[src/rtl/poker_pkg.sv]
// Card, command and FSM state types shared by the dealer and its shuffle source.
package poker_pkg;

  typedef struct packed {
    logic [1:0] suit;
    logic [3:0] rank;
  } card_t;

  typedef enum logic [1:0] {CMD_STAND, CMD_FOLD, CMD_DRAW, CMD_RSVD} cmd_e;

  typedef enum logic [2:0] {
    S_IDLE, S_START, S_PICK, S_PRESENT, S_GAP, S_WAIT_CMD, S_ACK_WAIT, S_OVER
  } state_e;

  localparam logic [5:0] DECK_SIZE = 6'd52;
  localparam logic [3:0] RANK_MIN  = 4'd1;
  localparam logic [3:0] RANK_MAX  = 4'd13;
  localparam logic [1:0] SUIT_MAX  = 2'd3;

  function automatic logic card_is_valid(input card_t c);
    return (c.rank >= RANK_MIN) && (c.rank <= RANK_MAX);
  endfunction

endpackage

[src/rtl/card_lfsr.sv]
// Shuffle source: 6-bit maximal LFSR (x^6+x^5+1). value/valid describe the code the
// next step lands on, so a PICK cycle that steps onto a valid card can present it directly.
module card_lfsr import poker_pkg::*; (
  input  logic       clk,
  input  logic       step,
  input  logic       load,
  input  logic [5:0] seed,
  output card_t      value,
  output logic       valid
);

  logic [5:0] r;
  logic [5:0] nxt;

  assign nxt   = {r[4:0], r[5] ^ r[4]};
  assign value = card_t'(nxt);
  assign valid = card_is_valid(value);

  always_ff @(posedge clk) begin
    if (load)      r <= seed;
    else if (step) r <= nxt;
  end

endmodule

[src/rtl/dealer_card_server.sv]
// Dealer side of the card-return interface: starts rounds, deals cards from the LFSR
// deck, serves STAND/FOLD/DRAW commands with a delayed ack, and ends rounds.
module dealer_card_server import poker_pkg::*; #(
  parameter int         CARDS_PER_HAND = 5,
  parameter int         CARD_GAP       = 2,
  parameter int         ACK_LAT        = 1,
  parameter logic [5:0] SEED           = 6'h2D
) (
  input  logic       clk,
  input  logic       rst,
  input  logic       game_start,
  output logic       tbl_game_start,
  output logic [7:0] cr_rdata,
  input  logic       cmd_valid,
  input  logic [1:0] cmd_code,
  input  logic [2:0] cmd_arg,
  output logic       cr_ack,
  output logic       tbl_game_over,
  output logic       deck_empty,
  output logic       cmd_err,
  output logic [2:0] state
);

  localparam logic [7:0] GAP_INIT = 8'(CARD_GAP - 1);
  localparam logic [7:0] ACK_INIT = 8'(ACK_LAT - 1);
  localparam logic [2:0] HAND     = 3'(CARDS_PER_HAND);

  state_e     st;
  logic [5:0] dealt_cnt;
  logic [2:0] remaining;
  logic [2:0] arg_q;
  logic [7:0] gap_cnt;
  logic [7:0] ack_cnt;
  cmd_e       cmd_q;
  card_t      pick;
  logic       pick_ok;
  logic       pulse_nxt;

  card_lfsr u_lfsr (
    .clk   (clk),
    .step  (st == S_PICK),
    .load  (rst),
    .seed  (SEED),
    .value (pick),
    .valid (pick_ok)
  );

  assign state = st;

  // A stray command yields its error pulse to any protocol pulse due in the same cycle.
  always_comb begin
    pulse_nxt = 1'b0;
    case (st)
      S_IDLE:     pulse_nxt = game_start;
      S_ACK_WAIT: pulse_nxt = (ack_cnt == 8'd1) || ((ack_cnt == 8'd0) && (cmd_q != CMD_DRAW));
      default:    pulse_nxt = 1'b0;
    endcase
  end

  always_ff @(posedge clk) begin
    if (rst) begin
      st             <= S_IDLE;
      tbl_game_start <= 1'b0;
      tbl_game_over  <= 1'b0;
      cr_ack         <= 1'b0;
      cmd_err        <= 1'b0;
      cr_rdata       <= 8'h00;
      deck_empty     <= 1'b0;
      dealt_cnt      <= 6'd0;
      remaining      <= 3'd0;
      arg_q          <= 3'd0;
      gap_cnt        <= 8'd0;
      ack_cnt        <= 8'd0;
      cmd_q          <= CMD_STAND;
    end else begin
      tbl_game_start <= 1'b0;
      tbl_game_over  <= 1'b0;
      cr_ack         <= 1'b0;
      cmd_err        <= 1'b0;
      cr_rdata       <= 8'h00;
      if (cmd_valid && (st != S_WAIT_CMD) && !pulse_nxt) cmd_err <= 1'b1;

      case (st)
        S_IDLE: if (game_start) begin
          st             <= S_START;
          tbl_game_start <= 1'b1;
          dealt_cnt      <= 6'd0;
          deck_empty     <= 1'b0;
          remaining      <= HAND;
        end
        S_START: begin
          st      <= S_GAP;
          gap_cnt <= GAP_INIT;
        end
        S_PICK: if (pick_ok) begin
          st        <= S_PRESENT;
          cr_rdata  <= {2'b00, pick};
          dealt_cnt <= dealt_cnt + 6'd1;
          remaining <= remaining - 3'd1;
        end
        S_PRESENT: begin
          st      <= S_GAP;
          gap_cnt <= GAP_INIT;
        end
        S_GAP: begin
          if (gap_cnt != 8'd0) gap_cnt <= gap_cnt - 8'd1;
          else if (remaining == 3'd0) st <= S_WAIT_CMD;
          else if (dealt_cnt == DECK_SIZE) begin
            deck_empty <= 1'b1;
            remaining  <= 3'd0;
            st         <= S_WAIT_CMD;
          end else st <= S_PICK;
        end
        S_WAIT_CMD: if (cmd_valid) begin
          if (cmd_code == CMD_RSVD) cmd_err <= 1'b1;
          else begin
            cmd_q   <= cmd_e'(cmd_code);
            arg_q   <= cmd_arg;
            ack_cnt <= ACK_INIT;
            cr_ack  <= (ACK_LAT == 1);
            st      <= S_ACK_WAIT;
          end
        end
        S_ACK_WAIT: begin
          // ack is high during the last ACK_WAIT cycle; dispatch happens on that cycle
          if (ack_cnt != 8'd0) begin
            ack_cnt <= ack_cnt - 8'd1;
            cr_ack  <= (ack_cnt == 8'd1);
          end else if (cmd_q == CMD_DRAW) begin
            if (arg_q == 3'd0) st <= S_WAIT_CMD;
            else begin
              remaining <= arg_q;
              gap_cnt   <= GAP_INIT;
              st        <= S_GAP;
            end
          end else begin
            tbl_game_over <= 1'b1;
            st            <= S_OVER;
          end
        end
        S_OVER:  st <= S_IDLE;
        default: st <= S_IDLE;
      endcase
    end
  end

endmodule

[config.mk]
export PLATFORM = sky130hd
export DESIGN_NAME = dealer_card_server
export DESIGN_NICKNAME = d
export VERILOG_FILES = /design/src/rtl/poker_pkg.sv /design/src/rtl/card_lfsr.sv /design/src/rtl/dealer_card_server.sv
export SDC_FILE = /design/constraint.sdc
export NUM_CORES = 1
export LEC_CHECK = 0
export CAP_MARGIN = 20
export CORE_UTILIZATION = 60
export DETAILED_ROUTE_END_ITERATION = 8
export PLACE_DENSITY = 0.83
export REMOVE_ABC_BUFFERS = 1
export SKIP_LAST_GASP = 1
export SLEW_MARGIN = 25
export SYNTH_ARGS = -nofsm -noshare
export SYNTH_HDL_FRONTEND = slang
export SYNTH_HIERARCHICAL = 1
export SYNTH_SLANG_ARGS = --single-unit
export TNS_END_PERCENT = 50
[constraint.sdc]
create_clock -name clk -period 6.2 [get_ports clk]
set_clock_uncertainty 0.05 [all_clocks]
set_input_delay 0.62 -clock clk [delete_from_list [all_inputs] [get_ports clk]]
set_output_delay 0.62 -clock clk [all_outputs]
set_load 0.01 [all_outputs]
==> reports/results.ini <==
[run_status]
status = finished, final reports clean

[sta]
rsz0062_at_grt = no
worstMarginPinSlew_ns = 0.8286
hold_viol = 0
drv_slew = 0
setup_violations = 0
timing.fmax_ghz = 0.3912
fin_tns_setup_ns = 0
layout_min_cycle_time_ns = 2.556
post-route-period-util = 0.4123
slew_headroom = 0.4428

[clocking]
root_buffer = clkbuf_8
htreeDepth = 2
cts_buffer_depth = 2
cts_sinks = 50
clk_latency_ns = 0.30
clk_pin_slew_worst_paths_ns = 0.09
cts_resized = 0
cts_tree = done
cts_made_buffers = 5
cts_hold_buf = 0
cts_setup_buffers = 0

[pwr]
p_int_uw = 531.9
power-per-cell-area_mw_per_mm2 = 251.8
swShare = 0.2878
power_frac_clock = 0.305
switchingPower_uw = 214.9
power.share.sequential = 0.493
comb_power_share = 0.202
ir_drop_v = 0.0002395
p_leak_nw = 1.108

[placed_design]
placed_area_sq_mm = 0.002853
portBuffers = 22
dp_hpwl_um = 3764
gp_congestion = 0.8400

[cells_and_area]
drive_gt1_frac = 0.08682
area_delta_synth_final_pct = 11.26
fillers = 339
diodes = 0
stdcell_area_sq_mm = 0.002967
nets = 327

[route]
ant_nets = 0
drt_iter0_drc = 108
drtPass1Iterations = 4
vias_per_cell = 5.934
wl_um = 5213
wl_per_cell_um = 14.44
dr_total_vias = 2142
drcViolationCount = 0

[floorplanning]
core_region_area_sq_mm = 0.004144
num_rows = 23
io_pins = 25
die_h_um = 68.66
start_util = 0.6434
die_x_um = 68.66
dieArea_sq_mm = 0.004714

[global_route]
grt_pass1_wl_um = 8597
grt_usage = 0.2421
grt_pass1_vias = 1944
grt_start_max_net_pins = 37
antenna_found_initial = 0
grt_overflow = 0

[worst_setup_path]
arrival_ns = 2.73
cp_max_fo = 26
critPathCaptureType = register
path_class = reg -> reg
cp_data_required_time_ns = 6.38
start_kind = register

[hold_path]
hold_class = reg -> reg

[synthesis]
synth.area.top_cells = dfxtp_1, edfxtp_1, nor2_1
synth.distinct_cells = 63
syn_inst = 294
post-synth-top-area-cell = dfxtp_1
synth_top_area_share = 0.3304
synth_commonest_cells = dfxtp_1, nor2_1, nand2_1
ys.warnings.count = 6
seq_area_frac_synth = 0.3979
synth_edf_count = 6
syn_area_per_cell_sq_um = 9.069
ys.flop_type = dfxtp_1
async_flop_share = 0
synth_most_common_cell = dfxtp_1
synth-seq-cells = 50
synth_area_sq_mm = 0.002666

[run]
maxCapViolations = 0

## layout make-up
class	instances	area (sq um)	area share
clock buffer	5	68.82	0.02320
inverter	11	41.29	0.01392
multi-input combinational	218	1453	0.4897
clock inverter	3	45.04	0.01518
timing repair buffer	24	235.2	0.07929
tap	50	62.56	0.02109
sequential	50	1061	0.3577
## power groups by stage
stage                     combinational, mW  clock, mW  sequential, mW
after detailed placement              0.149          0           0.375
after global routing                  0.168      0.241           0.371
after CTS                             0.150      0.233           0.367
after global placement                0.146          0           0.374
final                                 0.151      0.228           0.368
after floorplan                       0.106          0           0.370
## cell usage in the layout, fill, tap and decap left out, types with 2 or more instances in the layout
| cell type | instances |
|---|---|
| a2111oi_0 | 2 |
| a211oi_1 | 2 |
| a21boi_0 | 3 |
| a21oi_1 | 9 |
| a22oi_1 | 3 |
| a31oi_1 | 5 |
| a32o_1 | 2 |
| and2_1 | 8 |
| buf_4 | 2 |
| clkbuf_8 | 5 |
| clkdlybuf4s50_1 | 22 |
| clkinvlp_4 | 2 |
| conb_1 | 8 |
| dfxtp_1 | 44 |
| edfxtp_1 | 6 |
| ha_1 | 8 |
| inv_1 | 11 |
| mux2_2 | 6 |
| mux2i_1 | 9 |
| nand2_1 | 18 |
| nand2b_1 | 3 |
| nand3_1 | 6 |
| nand3b_1 | 2 |
| nand4_1 | 2 |
| nor2_1 | 30 |
| nor2b_1 | 5 |
| nor3_1 | 17 |
| nor4_1 | 4 |
| o211ai_1 | 2 |
| o21a_1 | 4 |
| o21ai_0 | 11 |
| o2bb2ai_1 | 3 |
| o31ai_1 | 5 |
| or2b_2 | 2 |
| or3_1 | 3 |
| or4_1 | 3 |
| xor2_1 | 9 |
## sequential cells by signal, indices dropped and copies added (netlist names)
name,cells
state,3
tbl_game_over,1
cr_ack,1
deck_empty,1
arg_q,3
gap_cnt,8
cmd_err,1
ack_cnt,8
remaining,3
cmd_q,2
dealt_cnt,6
tbl_game_start,1
cr_rdata,6
u_lfsr/r,6
## through the flow
| step | hold slack [ns] | util | cells | total power, mW | setup WS, ns |
|---|---|---|---|---|---|
| floorplan | 0.3937 | - | 279 | 0.4762 | 3.400 |
| global placement | 0.4189 | 0.6884 | 353 | 0.5203 | 3.428 |
| detailed placement | 0.4165 | 0.6884 | 353 | 0.5239 | 3.351 |
| CTS | 0.4550 | 0.7159 | 361 | 0.7506 | 3.654 |
| global route | 0.4809 | 0.7159 | 361 | 0.7807 | 3.397 |
| finish | 0.4478 | 0.7159 | 361 | 0.7469 | 3.644 |
## routing by layer
metal  up-vias  track usage  wire length, um
met3         7      0.04770              184
met5         -            0                0
met4         0      0.05208               49
li1       1085            -                -
met1      1005       0.3060             2453
met2        45       0.4228             2525
## worst paths after layout
kind | from | to | slack [ns] | cells past startpoint
min | u_lfsr/r[3]$_DFFE_PP_ | cr_rdata[4]$_SDFF_PP0_ | 0.45 | 1
max reg2reg | state[2]$_SDFFE_PP0P_ | ack_cnt[7]$_SDFFE_PP0P_ | 3.64 | 5
max | state[2]$_SDFFE_PP0P_ | ack_cnt[7]$_SDFFE_PP0P_ | 3.64 | 5
min reg2reg | u_lfsr/r[3]$_DFFE_PP_ | cr_rdata[4]$_SDFF_PP0_ | 0.45 | 1
## logic make-up after synthesis
group / count (synthesis) / share of synthesized area
simple gates: 112 / 0.2309
mux: 15 / 0.05913
buf+inv: 32 / 0.06569
fa+ha+maj: 8 / 0.03754
flops: 50 / 0.3979
xor+xnor: 10 / 0.03285
other cells: 2 / 0.002817
compound gates: 65 / 0.1732
## critical path, stage by stage (launching register included)
cell,delay (ns)
dfxtp_1,0.85
nand3b_1,0.35
a21oi_2,0.36
o2111ai_1,0.21
or4_1,0.44
a211oi_1,0.22
Note: power is estimated with default switching activity, not from simulation.
